===== config.mk =====
export PLATFORM = sky130hd
export DESIGN_NAME = ecc_scalar_mult_ctrl_flat
export DESIGN_NICKNAME = d
export VERILOG_FILES = /design/src/rtl/ecc_pkg.sv /design/src/rtl/ecc_scalar_mult_ctrl_if.sv /design/src/rtl/ecc_scalar_mult_ctrl_op_issue.sv /design/src/rtl/ecc_scalar_mult_ctrl.sv /design/src/flat_wrapper.sv
export SDC_FILE = /design/constraint.sdc
export NUM_CORES = 1
export LEC_CHECK = 0
export BUFFER_PORTS_ARGS = -buffer_cell sky130_fd_sc_hd__buf_2
export CAP_MARGIN = 30
export CELL_PAD_IN_SITES_DETAIL_PLACEMENT = 1
export CELL_PAD_IN_SITES_GLOBAL_PLACEMENT = 1
export CORE_AREA = 3 3 182 166
export DETAILED_ROUTE_END_ITERATION = 8
export DIE_AREA = 0 0 185 169
export GPL_ROUTABILITY_DRIVEN = 0
export PLACE_DENSITY_LB_ADDON = 0.05
export SETUP_SLACK_MARGIN = 0.05
export SYNTH_ARGS = -nofsm -noshare
export SYNTH_HDL_FRONTEND = slang
export SYNTH_SLANG_ARGS = --single-unit

===== constraint.sdc =====
create_clock -name clk -period 2.86 [get_ports clk]
set_clock_uncertainty 0.1 [all_clocks]
set_input_delay 0.429 -clock clk [delete_from_list [all_inputs] [get_ports clk]]
set_output_delay 0.429 -clock clk [all_outputs]
set_load 0.05 [all_outputs]

===== src/rtl/ecc_pkg.sv =====
// Shared definitions for the ECC point-arithmetic slice: scalar width,
// width-mode and command encodings.
package ecc_pkg;

  localparam int unsigned MAX_BITS = 256;

  typedef enum logic [1:0] {
    BITS32  = 2'b00,
    BITS64  = 2'b01,
    BITS128 = 2'b10,
    BITS256 = 2'b11
  } mode_t;

  typedef enum logic [1:0] {
    OP_NONE = 2'b00,
    OP_LOAD = 2'b01,
    OP_DBL  = 2'b10,
    OP_ADD  = 2'b11
  } op_t;

  function automatic logic [8:0] mode_to_width(input logic [1:0] mode);
    logic [8:0] w;
    case (mode_t'(mode))
      BITS32:  w = 9'd32;
      BITS64:  w = 9'd64;
      BITS128: w = 9'd128;
      default: w = 9'd256;
    endcase
    return w;
  endfunction

endpackage


===== src/rtl/ecc_scalar_mult_ctrl_if.sv =====
// Command channel between the scalar-mult sequencer (master) and the
// point add/double datapath (slave).
interface ecc_scalar_mult_ctrl_if;

  logic       op_valid;
  logic [1:0] op;
  logic       dummy;
  logic       op_ready;
  logic       op_done;

  modport master (
    output op_valid, op, dummy,
    input  op_ready, op_done
  );

  modport slave (
    input  op_valid, op, dummy,
    output op_ready, op_done
  );

endinterface


===== src/rtl/ecc_scalar_mult_ctrl_op_issue.sv =====
// Command holding register: keeps valid/op/dummy stable until accepted,
// then tracks the outstanding command until the datapath reports done.
module ecc_op_issue (
  input  logic       clk,
  input  logic       rst,
  input  logic       issue,
  input  logic [1:0] issue_op,
  input  logic       issue_dummy,
  output logic       accepted,
  output logic       complete,
  output logic [1:0] cur_op,
  ecc_scalar_mult_ctrl_if.master bus
);
  import ecc_pkg::*;

  logic waiting;

  assign accepted = bus.op_valid && bus.op_ready;
  assign complete = waiting && bus.op_done;
  assign cur_op   = bus.op;

  always_ff @(posedge clk or negedge rst) begin
    if (!rst) begin
      bus.op_valid <= 1'b0;
      bus.op       <= OP_NONE;
      bus.dummy    <= 1'b0;
      waiting      <= 1'b0;
    end else begin
      if (issue) begin
        bus.op_valid <= 1'b1;
        bus.op       <= issue_op;
        bus.dummy    <= issue_dummy;
      end else if (accepted) begin
        bus.op_valid <= 1'b0;
        waiting      <= 1'b1;
      end
      if (complete) waiting <= 1'b0;
    end
  end

endmodule


===== src/rtl/ecc_scalar_mult_ctrl.sv =====
// Left-to-right double-and-add sequencer for scalar multiplication mP.
// Define ECC_CONST_TIME_EN to issue an ADD (dummy on zero bits) after every DBL.
module ecc_scalar_mult_ctrl #(
  parameter int unsigned MAX_BITS = ecc_pkg::MAX_BITS,
  parameter int unsigned IDX_W    = 8
) (
  input  logic                clk,
  input  logic                rst,
  input  logic                i_start,
  input  logic [1:0]          i_mode,
  input  logic [MAX_BITS-1:0] i_m,
  output logic                o_busy,
  ecc_scalar_mult_ctrl_if.master bus,
  output logic [IDX_W-1:0]    o_bit_idx,
  output logic                o_done,
  output logic                o_inf
);
  import ecc_pkg::*;

  typedef enum logic [2:0] {
    S_IDLE,
    S_SCAN,
    S_ISSUE,
    S_WAIT,
    S_DONE
  } state_t;

  state_t              state;
  logic [MAX_BITS-1:0] m_q;
  logic [IDX_W-1:0]    idx;

  logic       accepted, complete;
  logic [1:0] cur_op;
  logic       issue_req, issue_dummy;
  logic [1:0] issue_op;
  logic       step_done, step_issue, step_dec, step_dummy;
  logic [1:0] step_op;
  logic       bit_set, idx_zero;

  assign bit_set   = m_q[idx];
  assign idx_zero  = (idx == '0);
  assign o_bit_idx = idx;

  // Next step after a completed command, decided from the op that just finished.
  always_comb begin
    step_done  = 1'b0;
    step_issue = 1'b0;
    step_dec   = 1'b0;
    step_dummy = 1'b0;
    step_op    = OP_DBL;
    if (state == S_WAIT && complete) begin
      if (cur_op == OP_DBL) begin
`ifdef ECC_CONST_TIME_EN
        step_issue = 1'b1;
        step_op    = OP_ADD;
        step_dummy = !bit_set;
`else
        if (bit_set) begin
          step_issue = 1'b1;
          step_op    = OP_ADD;
        end else if (idx_zero) begin
          step_done = 1'b1;
        end else begin
          step_dec   = 1'b1;
          step_issue = 1'b1;
        end
`endif
      end else if (idx_zero) begin
        step_done = 1'b1;
      end else begin
        step_dec   = 1'b1;
        step_issue = 1'b1;
      end
    end
  end

  // The issue register loads on the same edge the FSM enters ISSUE, so valid
  // appears with no extra cycle.
  assign issue_req   = (state == S_SCAN && bit_set) || step_issue;
  assign issue_op    = (state == S_SCAN) ? OP_LOAD : step_op;
  assign issue_dummy = step_dummy;

  ecc_op_issue u_issue (
    .clk         (clk),
    .rst         (rst),
    .issue       (issue_req),
    .issue_op    (issue_op),
    .issue_dummy (issue_dummy),
    .accepted    (accepted),
    .complete    (complete),
    .cur_op      (cur_op),
    .bus         (bus)
  );

  always_ff @(posedge clk or negedge rst) begin
    if (!rst) begin
      state  <= S_IDLE;
      m_q    <= '0;
      idx    <= '0;
      o_busy <= 1'b0;
      o_done <= 1'b0;
      o_inf  <= 1'b0;
    end else begin
      o_done <= 1'b0;
      case (state)
        S_IDLE: begin
          if (i_start) begin
            m_q    <= i_m;
            idx    <= IDX_W'(mode_to_width(i_mode) - 9'd1);
            o_inf  <= 1'b0;
            o_busy <= 1'b1;
            state  <= S_SCAN;
          end
        end
        S_SCAN: begin
          if (bit_set) begin
            state <= S_ISSUE;
          end else if (idx_zero) begin
            o_inf  <= 1'b1;
            o_done <= 1'b1;
            o_busy <= 1'b0;
            state  <= S_DONE;
          end else begin
            idx <= idx - IDX_W'(1);
          end
        end
        S_ISSUE: begin
          if (accepted) state <= S_WAIT;
        end
        S_WAIT: begin
          if (step_done) begin
            o_done <= 1'b1;
            o_busy <= 1'b0;
            state  <= S_DONE;
          end else if (step_issue) begin
            state <= S_ISSUE;
          end
          if (step_dec) idx <= idx - IDX_W'(1);
        end
        S_DONE:  state <= S_IDLE;
        default: state <= S_IDLE;
      endcase
    end
  end

endmodule


===== src/flat_wrapper.sv =====
// flat-port wrapper written by rule: the top's interface ports become plain ports
module ecc_scalar_mult_ctrl_flat import ecc_pkg::*;
#(
  parameter int unsigned MAX_BITS = ecc_pkg::MAX_BITS,
  parameter int unsigned IDX_W    = 8
)
  (clk, rst, i_start, i_mode, i_m, o_busy, o_bit_idx, o_done, o_inf, bus_op_valid, bus_op, bus_dummy, bus_op_ready, bus_op_done);
  ecc_scalar_mult_ctrl_if bus_i ();
  input  logic clk;
  input  logic rst;
  input  logic i_start;
  input  logic [1:0] i_mode;
  input  logic [MAX_BITS-1:0] i_m;
  output logic o_busy;
  output logic [IDX_W-1:0] o_bit_idx;
  output logic o_done;
  output logic o_inf;
  output wire logic [$bits(bus_i.op_valid)-1:0] bus_op_valid;
  output wire logic [$bits(bus_i.op)-1:0] bus_op;
  output wire logic [$bits(bus_i.dummy)-1:0] bus_dummy;
  input wire logic [$bits(bus_i.op_ready)-1:0] bus_op_ready;
  input wire logic [$bits(bus_i.op_done)-1:0] bus_op_done;
  assign bus_op_valid = bus_i.op_valid;
  assign bus_op = bus_i.op;
  assign bus_dummy = bus_i.dummy;
  assign bus_i.op_ready = bus_op_ready;
  assign bus_i.op_done = bus_op_done;
  ecc_scalar_mult_ctrl #(.MAX_BITS(MAX_BITS), .IDX_W(IDX_W)) u_core (.clk(clk), .rst(rst), .i_start(i_start), .i_mode(i_mode), .i_m(i_m), .o_busy(o_busy), .bus(bus_i), .o_bit_idx(o_bit_idx), .o_done(o_done), .o_inf(o_inf));
endmodule

==> impl_metrics.env, run 1 <==
export IMPL_core_sq_um=28600
export IMPL_p_int_uw=13000
export IMPL_yosys_area_share_simple_pct=3.87
export IMPL_cts_root_buf="clkbuf_16"
export IMPL_synthAdderAreaFrac_pct=0.0983
export IMPL_vias=9211
export IMPL_row_count=59
export IMPL_setup_violations=0
export IMPL_grt_pass1_vias=10500
export IMPL_fin_setup_tns_ps=0
export IMPL_wl_um=38900
export IMPL_netlist_area_sq_um=12700
export IMPL_ys_types=55
export IMPL_start_util_pct=44.4
export IMPL_dp_cells=1494
export IMPL_fill_cells=2793
export IMPL_yosysTopAreaCell="dfrtp_1"
export IMPL_antenna_left=0
export IMPL_synth_flop_cell="dfrtp_1"
export IMPL_crit_type="reg2reg"
export IMPL_path_clk_slew_ps=60
export IMPL_timing_slew_headroom_pct=46.2
export IMPL_switching_share_pct=33.9
export IMPL_async_reset_ff_share_pct=100
export IMPL_arrival_ps=3160
export IMPL_cts_tree="done"
export IMPL_hold_viol=0
export IMPL_syn_nets=1128
export IMPL_min_delay_path_depth=2
export IMPL_clock_latency_ps=550
export IMPL_area_growth_pct=39.5
export IMPL_yosys_register_bits=274
export IMPL_overflow=0
export IMPL_grt_pass1_wl_um=59300
export IMPL_min_period_ps=2820
export IMPL_postPlaceCellArea_sq_um=14800
export IMPL_antenna_found_initial=1
export IMPL_crit_slowest_cell="dfrtp_4"
export IMPL_synth_top_area_share_pct=53.9
export IMPL_p_sw_uw=6670
export IMPL_die_x_um=185
export IMPL_rr_worst_depth=9
export IMPL_synth_edff_count=0
export IMPL_synth_cells=864
export IMPL_ys_seq_area_share_pct=53.9
export IMPL_cp_required_ps=3200
export IMPL_ioPinCount=278
export IMPL_holdCritPathClass="in2reg"
export IMPL_finalNonFillerCells=1724
export IMPL_synthXorXnorAreaFrac_pct=0
export IMPL_worst_slew_pin_slew_ps=807
export IMPL_dp_hpwl_um=24300
export IMPL_clk_path_buf_depth=3
export IMPL_drc_errors=0
export IMPL_syn_avg_cell_area_sq_um=14.7
export IMPL_cpPeakStageDelay_ps=510
export IMPL_numCtsBuffers=30
export IMPL_dieArea_sq_um=31300
export IMPL_pwr_share_clk_pct=20.8
export IMPL_final_core_util_pct=62.0
export IMPL_crit_chain="buf_12 -> mux4_2 -> mux4_2 -> a2bb2oi_2 -> nand3_2 -> a211oi_4 -> nand4_4 -> and2_4 -> a22o_1"
export IMPL_synth_compound_area_share_pct=4.41
export IMPL_final_max_slew_viol_count=0
export IMPL_cp_max_fo=8
export IMPL_clock_fmax_mhz=354
export IMPL_die_h_um=169
export IMPL_p_per_area_nw_per_um2=1110
export IMPL_fin_nets=1597
export IMPL_fin_crit_sh_pct=98.7
export IMPL_grt_max_degree=129
export IMPL_critPathCaptureType="flop"
export IMPL_p_leak_uw=0.00788
export IMPL_crit_path_start_kind="flop"
export IMPL_ys_warn_count=0
export IMPL_via_per_inst=5.34
export IMPL_combPwrFrac_pct=43.3
export IMPL_clkSinkCount=274
export IMPL_wl_per_cell_um=22.6
export IMPL_track_usage_pct=24.3
export IMPL_htreeDepth=1
export IMPL_ir_drop_mv=0.607
export IMPL_maxCapViolCount=0
export IMPL_seq_power_share_pct=35.9
export IMPL_yosys_mux_area_fraction_pct=34.6
export IMPL_dr_pass1_iters=4
export IMPL_synth_area_leaders="dfrtp_1 54%, mux2_2 23%, mux4_2 8.5%, mux2i_1 2.6%, clkbuf_1 1.1%"
export IMPL_synth_top_family_by_area="multiplexers"
export IMPL_numPortBuffers=276
export IMPL_final_area_sq_um=17700
export IMPL_drive_gt1_share_pct=54.3
export IMPL_drtIter0Drc=384
export IMPL_rsz0062_at_grt="yes"
export IMPL_status="complete, no violations"
export IMPL_cp_common_cell="mux4_2"
## routing by layer
| layer | share of wire (%) | track usage [%] |
|---|---|---|
| met1 | 43 | 31.8 |
| met4 | 1.5 | 3.98 |
| met2 | 51 | 43.6 |
| met5 | 0 | 0 |
| met3 | 4.3 | 3.80 |
## Yosys cell counts, types with 2 or more instances
library cell,count
buf_1,2
a22oi_1,12
buf_2,4
a31oi_1,10
nor3_1,9
o21ai_0,9
buf_6,5
buf_4,9
nor2_1,17
mux2_2,259
nand3_1,20
inv_1,9
buf_12,2
nor2b_1,5
nand2b_1,2
and3_1,3
nor4_1,2
a311o_1,2
nor2_2,2
nand4_1,4
clkbuf_1,36
o21a_1,3
nand2_1,22
buf_8,2
a21oi_1,18
mux2i_1,33
dfrtp_1,274
a22o_1,6
o211ai_1,3
mux4_2,48
mux4_1,3
a221oi_1,4
o22ai_1,2
or2_2,2
## per-stage QoR
| stage | hold WS [ps] | power (uW) | setup WS, ps |
|---|---|---|---|
| after floorplan | 33.4 | 12200 | 66.1 |
| final | 20.4 | 19700 | 35.8 |
| after global placement | 309 | 14400 | -47.3 |
| after CTS | 0.0619 | 19400 | 57.4 |
| after detailed placement | 302 | 14700 | -96.0 |
| after global routing | 2.02 | 20800 | -51.9 |
## critical path, delay by kind of cell (launching register included)
| family | cells | cell delay [ps] |
|---|---|---|
| AOI/OAI and AO/OA | 3 | 760 |
| buffers and inverters | 1 | 160 |
| DFF | 1 | 510 |
| muxes | 2 | 640 |
| and+or+nand+nor | 3 | 550 |
## cell type report
type | count | area (sq um) | share of cell area (%)
sequential | 274 | 6870 | 38.7
clock buffer | 46 | 912 | 5.14
clock inverter | 9 | 130 | 0.733
antenna | 2 | 5.00 | 0.0282
inverter | 9 | 33.8 | 0.190
multi-input combinational | 521 | 5660 | 31.9
tap | 366 | 458 | 2.58
timing repair buffer | 497 | 3690 | 20.8
## registers in the layout (all words and copies together) (netlist names)
| register | cells |
|---|---|
| u_core.m_q | 256 |
| u_core.o_bit_idx | 8 |
| u_core.o_busy | 1 |
| u_core.o_done | 1 |
| u_core.o_inf | 1 |
| u_core.state | 3 |
| u_core.u_issue.bus.op | 2 |
| u_core.u_issue.bus.op_valid | 1 |
| u_core.u_issue.waiting | 1 |
## cells by family after synthesis
| logic type | Yosys count |
|---|---|
| mux | 343 |
| flops | 274 |
| simple gates | 96 |
| compound gates | 80 |
| buf+inv | 69 |
| fa+ha+maj | 1 |
| other cells | 1 |
## cells in the final DEF (no fill, tap or decap), drive strengths merged, types with 3 or more instances in the layout
cell | netlist | final
nor2 | 19 | 19
dfrtp | 274 | 274
a31oi | 10 | 10
a22o | 6 | 6
inv | 9 | 10
dlygate4sd3 | 0 | 157
o21a | 3 | 3
nor3 | 9 | 9
a22oi | 12 | 12
nor2b | 5 | 5
a221oi | 4 | 4
o211ai | 3 | 3
clkbuf | 36 | 48
mux2i | 33 | 33
clkinv | 0 | 5
a21oi | 18 | 18
bufinv | 0 | 3
nand4 | 5 | 5
mux4 | 51 | 51
buf | 24 | 338
mux2 | 259 | 259
nand2 | 22 | 22
nand3 | 20 | 20
and3 | 3 | 3
o21ai | 9 | 9
## power by group through the flow
stage	clock network (uW)	logic, uW	registers [uW]
after floorplan	0	5440	6790
after global placement	0	7430	7000
after detailed placement	0	7600	7070
after CTS	4150	8200	7000
after global routing	4340	9160	7320
final	4090	8530	7070
## worst paths after layout
kind	startpoint	to	slack, ps
setup reg to reg	u_core.o_bit_idx[1]	u_core.o_bit_idx[6]	40
hold / removal	i_m[123]	u_core.m_q[123]	20
min in group asynchronous	rst	u_core.m_q[148]	310
hold reg to reg	u_core.m_q[147]	u_core.m_q[147]	400
max in group asynchronous	rst	u_core.m_q[199]	1570
setup / recovery	u_core.o_bit_idx[1]	u_core.o_bit_idx[6]	40
## repair_timing
item                                   in CTS  in global routing
resized for setup                          28                 20
setup endpoints to repair                  18                 18
hold buffers                              152                  5
endpoints found under the hold margin     207                  5
pin swaps                                  13                  8
setup buffers                               7                  9
cloned                                      0                  2
(Power assumes the default switching activity.)
==> run 2: changes to the inputs <==
--- a/config.mk
+++ b/config.mk
@@ -14,6 +14,7 @@
 export DIE_AREA = 0 0 185 169
 export GPL_ROUTABILITY_DRIVEN = 0
 export PLACE_DENSITY_LB_ADDON = 0.05
+export RECOVER_POWER = 25
 export SETUP_SLACK_MARGIN = 0.05
 export SYNTH_ARGS = -nofsm -noshare
 export SYNTH_HDL_FRONTEND = slang
==> run 2 against run 1 <==
  * The flow now finishes with violations (capacitance limit, slew limit)
  * Global-route usage stayed put
  * Total power hardly changed
  * Highest routed layer unchanged
  * Via count hardly changed
  * Critical path type unchanged
  * Critical path depth stayed put
  * Non-clock buffer count stayed put
  * Cell area hardly changed
  * Sequential power hardly changed
  * Maximum frequency stayed put
  * Count of clock-buffer cells in the layout stayed put
  * Utilization hardly changed
==> impl_metrics.env, run 2 (synthesis gave the netlist of run 1 again) <==
export IMPL_arrival_ps=3160
export IMPL_via_per_inst=5.34
export IMPL_wl_per_cell_um=22.6
export IMPL_finalPower_uw=19700
export IMPL_hp_start="i_m[123]"
export IMPL_ir_drop_mv=0.607
export IMPL_grt_max_degree=129
export IMPL_crit_slowest_cell="dfrtp_4"
export IMPL_dp_hpwl_um=24300
export IMPL_switching_share_pct=33.9
export IMPL_largest_register_ffs=256
export IMPL_violations="capacitance limit, slew limit"
export IMPL_combPwrFrac_pct=43.3
export IMPL_final_cell_mix="275 x buf_2, 271 x dfrtp_1, 258 x mux2_2, 157 x dlygate4sd3_1, 49 x mux4_2"
export IMPL_cp_max_fo=8
export IMPL_crit_chain="buf_12 -> mux4_2 -> mux4_2 -> a2bb2oi_2 -> nand3_2 -> a211oi_4 -> nand4_4 -> and2_4 -> a22o_1"
export IMPL_timing_slew_headroom_pct=-7.81
export IMPL_row_count=59
export IMPL_final_max_slew_viol_count=58
export IMPL_wl_um=38900
export IMPL_critPathCaptureType="flop"
export IMPL_cp_buffers_inverters=1
export IMPL_p_leak_uw=0.00788
export IMPL_die_x_um=185
export IMPL_htreeDepth=1
export IMPL_cpPeakStageDelay_ps=510
export IMPL_fin_setup_tns_ps=0
export IMPL_min_period_ps=2820
export IMPL_dr_pass1_iters=4
export IMPL_drtIter0Drc=384
export IMPL_mostFrequentLayoutCell="buf_2"
export IMPL_r2r_start="u_core.o_bit_idx[1]"
export IMPL_fin_nets=1597
export IMPL_fill_cells=2794
export IMPL_die_h_um=169
export IMPL_numPortBuffers=276
export IMPL_worst_slew_pin_slew_ps=1620
export IMPL_overflow=0
export IMPL_p_sw_uw=6670
export IMPL_maxCapViolCount=1
export IMPL_cts_root_buf="clkbuf_16"
export IMPL_clock_latency_ps=550
export IMPL_p_per_area_nw_per_um2=1110
export IMPL_cts_tree="done"
export IMPL_clk_path_buf_depth=3
export IMPL_p_int_uw=13000
export IMPL_crit_family="compound AO/OA/AOI/OAI gates"
export IMPL_area_growth_pct=39.4
export IMPL_finalNonFillerCells=1724
export IMPL_drive_gt1_share_pct=54.3
export IMPL_vias=9212
export IMPL_path_clk_slew_ps=60
export IMPL_core_sq_um=28600
export IMPL_grt_pass1_wl_um=59300
export IMPL_hold_viol=0
export IMPL_crit_type="reg2reg"
export IMPL_crit_path_start_kind="flop"
export IMPL_clkSinkCount=274
export IMPL_status="finished with violations"
export IMPL_whs_ps=20.4
export IMPL_fin_crit_sh_pct=98.7
export IMPL_antenna_found_initial=1
export IMPL_ioPinCount=278
export IMPL_cp_common_cell="mux4_2"
export IMPL_antenna_left=0
export IMPL_dieArea_sq_um=31300
export IMPL_track_usage_pct=24.3
export IMPL_pwr_share_clk_pct=20.8
export IMPL_rsz0062_at_grt="yes"
export IMPL_regMostFlops="u_core.m_q"
export IMPL_startpoint="u_core.o_bit_idx[1]"
export IMPL_grt_pass1_vias=10500
export IMPL_setup_violations=0
export IMPL_holdCritPathClass="in2reg"
export IMPL_dp_cells=1494
export IMPL_start_util_pct=44.4
export IMPL_clock_fmax_mhz=354
export IMPL_cp_required_ps=3200
export IMPL_drc_errors=0
export IMPL_seq_power_share_pct=35.9
export IMPL_numCtsBuffers=30
run 2: cell types whose count changed in the layout (fill, tap and decap cells not counted):
cell      previous run  this run
buf_8                2         1
clkbuf_2             0         1
run 2: cell type report:
| class | count | area, sq um | share of cell area [%] |
|---|---|---|---|
| clock buffers | 46 | 912 | 5.14 |
| well taps | 366 | 458 | 2.58 |
| diodes | 2 | 5.00 | 0.0282 |
| multi-input cells | 521 | 5660 | 31.9 |
| inverters | 9 | 33.8 | 0.190 |
| flip-flops and latches | 274 | 6870 | 38.7 |
| clock inverters | 9 | 130 | 0.734 |
| repair buffers | 497 | 3680 | 20.7 |
run 2: repair_timing:
action                                 4_1_cts  5_1_grt
pin swaps                                   13        8
hold buffers                               152        5
setup buffers                                7        9
setup endpoints to repair                   18       18
endpoints found under the hold margin      207        5
cloned                                       0        2
gates resized for setup                     28       20
run 2: power by group through the flow:
| stage | sequential, uW | combinational, uW | clock [uW] |
|---|---|---|---|
| 3_3_place_gp | 7000 | 7430 | 0 |
| 6_report | 7070 | 8530 | 4090 |
| 5_1_grt | 7320 | 9160 | 4340 |
| 4_1_cts | 7000 | 8200 | 4150 |
| 3_5_place_dp | 7070 | 7600 | 0 |
| 2_1_floorplan | 6790 | 5440 | 0 |
run 2: worst register-to-register path: stages (launching register included):
cell and delay [ps]:
dfrtp_4 510, buf_12 160, mux4_2 350, mux4_2 290
a2bb2oi_2 170, nand3_2 130, a211oi_4 380, nand4_4 190
and2_4 230, a22o_1 210
run 2: metal layers:
metal	track usage [%]	part of all wire [%]	up-vias
met3	3.80	4.3	43
met2	43.6	51	209
met4	3.98	1.5	0
met5	0	0	-
li1	-	-	4178
met1	31.8	43	4782
run 2: path summary, 6_finish.rpt:
kind / endpoint / slack [ps] / cells past startpoint
worst max-delay path: u_core.o_bit_idx[6] / 40 / 9
worst min-delay path: u_core.m_q[123] / 20 / 2
worst max register to register: u_core.o_bit_idx[6] / 40 / 9
worst min register to register: u_core.m_q[147] / 400 / 1
max in group asynchronous: u_core.m_q[199] / 740 / 3
min in group asynchronous: u_core.m_q[148] / 730 / 2
run 2: through the flow:
step / util [%] / worst slack (ps) / area [sq um]
2_1_floorplan: - / 66.1 / 12700
3_3_place_gp: 51.5 / -47.3 / 14800
3_5_place_dp: 51.5 / -96.0 / 14800
4_1_cts: 61.1 / 57.4 / 17500
5_1_grt: 61.9 / -51.9 / 17700
6_report: 61.9 / 35.8 / 17700
==> run 3: changes to the inputs <==
--- a/config.mk
+++ b/config.mk
@@ -9,9 +9,9 @@
 export CAP_MARGIN = 30
 export CELL_PAD_IN_SITES_DETAIL_PLACEMENT = 1
 export CELL_PAD_IN_SITES_GLOBAL_PLACEMENT = 1
-export CORE_AREA = 3 3 182 166
+export CORE_AREA = 3 3 173 175
 export DETAILED_ROUTE_END_ITERATION = 8
-export DIE_AREA = 0 0 185 169
+export DIE_AREA = 0 0 176 178
 export GPL_ROUTABILITY_DRIVEN = 0
 export PLACE_DENSITY_LB_ADDON = 0.05
 export RECOVER_POWER = 25
==> run 3 against run 2 <==
  * First-iteration DRC count is 11% higher
  * Via count is 1.7% higher
  * The flow now finishes without violations
  * Worst setup slack got worse by 30 ps
  * Die area grew 0.20%
  * Total power hardly changed
  * Critical endpoint is now u_core.o_bit_idx[7]
  * Sequential share of layout area shrank 0.75 points
  * Cell area up 2.0%
  * Cell count increased by 2.8%
  * Critical path depth increased by 1
==> impl_metrics.env, run 3 (synthesis gave the netlist of run 1 again) <==
export IMPL_dieArea_sq_um=31300
export IMPL_crit_type="reg2reg"
export IMPL_fin_nets=1627
export IMPL_finalNonFillerCells=1772
export IMPL_arrival_ps=3200
export IMPL_via_per_inst=5.29
export IMPL_fin_crit_sh_pct=99.8
export IMPL_p_int_uw=13100
export IMPL_cp_max_fo=7
export IMPL_worst_slew_pin_slew_ps=1380
export IMPL_cts_root_buf="clkbuf_16"
export IMPL_timing_slew_headroom_pct=7.87
export IMPL_area_growth_pct=42.2
export IMPL_die_h_um=178
export IMPL_setup_violations=0
export IMPL_cts_tree="done"
export IMPL_status="complete, no violations"
export IMPL_htreeDepth=1
export IMPL_ir_drop_mv=0.570
export IMPL_final_max_slew_viol_count=0
export IMPL_crit_path_start_kind="flop"
export IMPL_critPathCaptureType="flop"
export IMPL_p_per_area_nw_per_um2=1090
export IMPL_ioPinCount=278
export IMPL_vias=9369
export IMPL_switching_share_pct=33.5
export IMPL_grt_max_degree=76
export IMPL_hold_viol=0
export IMPL_grt_pass1_wl_um=61600
export IMPL_combPwrFrac_pct=42.6
export IMPL_largest_register_ffs=256
export IMPL_grt_pass1_vias=10700
export IMPL_start_util_pct=44.4
export IMPL_seq_power_share_pct=36.0
export IMPL_maxCapViolCount=0
export IMPL_setup_ws_ps=5.58
export IMPL_wl_um=39300
export IMPL_core_sq_um=28600
export IMPL_drc_errors=0
export IMPL_numPortBuffers=276
export IMPL_p_leak_uw=0.00801
export IMPL_min_period_ps=2850
export IMPL_drive_gt1_share_pct=52.6
export IMPL_antenna_left=0
export IMPL_mostFrequentLayoutCell="buf_2"
export IMPL_antenna_found_initial=2
export IMPL_final_core_util_pct=63.2
export IMPL_regMostFlops="u_core.m_q"
export IMPL_pwr_share_clk_pct=21.4
export IMPL_place_ws_ps=-189
export IMPL_dp_hpwl_um=25300
export IMPL_dr_pass1_iters=4
export IMPL_clk_path_buf_depth=3
export IMPL_final_cell_mix="275 x buf_2, 271 x dfrtp_1, 259 x mux2_2, 189 x dlygate4sd3_1, 48 x mux4_2"
export IMPL_die_x_um=176
export IMPL_dp_cells=1519
export IMPL_wl_per_cell_um=22.2
export IMPL_p_sw_uw=6590
export IMPL_overflow=0
export IMPL_rsz0062_at_grt="yes"
export IMPL_holdCritPathClass="in2reg"
export IMPL_numCtsBuffers=30
export IMPL_track_usage_pct=25.1
export IMPL_clock_latency_ps=560
export IMPL_drtIter0Drc=427
export IMPL_path_clk_slew_ps=60
export IMPL_cp_required_ps=3200
export IMPL_clkSinkCount=274
export IMPL_clock_fmax_mhz=350
export IMPL_row_count=62
## run 3: cell count changes in the layout (fill, tap and decap cells not counted), sizes merged
cell	previous run	this run
dlygate4sd3	157	189
buf	337	336
clkinvlp	0	1
diode	2	1
bufinv	3	5
clkbuf	49	46
## run 3: metrics by stage
step                power [uW]  hold WS, ps  TNS [ps]  cell area, sq um
floorplan                12200         33.4         0             12700
global route             20800         1.23      -703             18100
CTS                      19400        0.121     -13.2             17900
global placement         14500          352     -1310             14900
detailed placement       14700          355     -1710             14900
finish                   19700         24.1         0             18100
## run 3: routing by layer
layer	vias up	part of all wire, %	track usage, %
met1	4863	42	32.2
li1	4255	-	-
met5	-	0.025	0
met3	39	4.5	4.04
met4	2	1.3	4.12
met2	210	53	45.9
## run 3: repair_timing
item                                    4_1_cts  5_1_grt
hold buffers                                186        3
gates cloned                                  0        0
endpoints found under the setup margin       16       18
resized for setup                            15       29
buffers inserted                              7        0
endpoints found under the hold margin       255        3
pin swaps                                     6       11
## run 3: cell type report
cell class / count / area (sq um)
inverter: 9 / 33.8
clock inverter: 12 / 203
timing repair buffer: 527 / 3980
sequential: 274 / 6870
multi-input combinational: 521 / 5660
antenna: 1 / 2.50
clock buffer: 44 / 873
fill: 2797 / 10500
tap: 384 / 480
## run 3: power by group through the flow
stage / Sequential [uW] / Combinational (uW) / Clock [uW]
2_1_floorplan: 6790 / 5440 / 0
3_3_place_gp: 7020 / 7460 / 0
3_5_place_dp: 7090 / 7620 / 0
4_1_cts: 7030 / 8080 / 4280
5_1_grt: 7320 / 9050 / 4450
6_report: 7080 / 8390 / 4200
## run 3: path summary, 6_finish.rpt
| check | startpoint | to | slack [ps] | cells after the start |
|---|---|---|---|---|
| setup / recovery | u_core.o_bit_idx[0] | u_core.o_bit_idx[7] | 6 | 10 |
| hold / removal | i_m[119] | u_core.m_q[119] | 20 | 2 |
| setup reg to reg | u_core.o_bit_idx[0] | u_core.o_bit_idx[7] | 6 | 10 |
| hold reg to reg | u_core.m_q[150] | u_core.m_q[150] | 400 | 1 |
| max in group asynchronous | rst | u_core.m_q[67] | 520 | 3 |
| min in group asynchronous | rst | u_core.m_q[148] | 340 | 2 |
## run 3: worst max-delay path, cell delays in order (launching register included)
cell and delay (ps):
dfrtp_4 450, buf_12 140, buf_12 140, mux4_2 560, nand3_2 100, o211ai_1 130
a2111oi_4 490, a211oi_4 110, nand4_4 160, a31oi_1 110, a41o_1 240
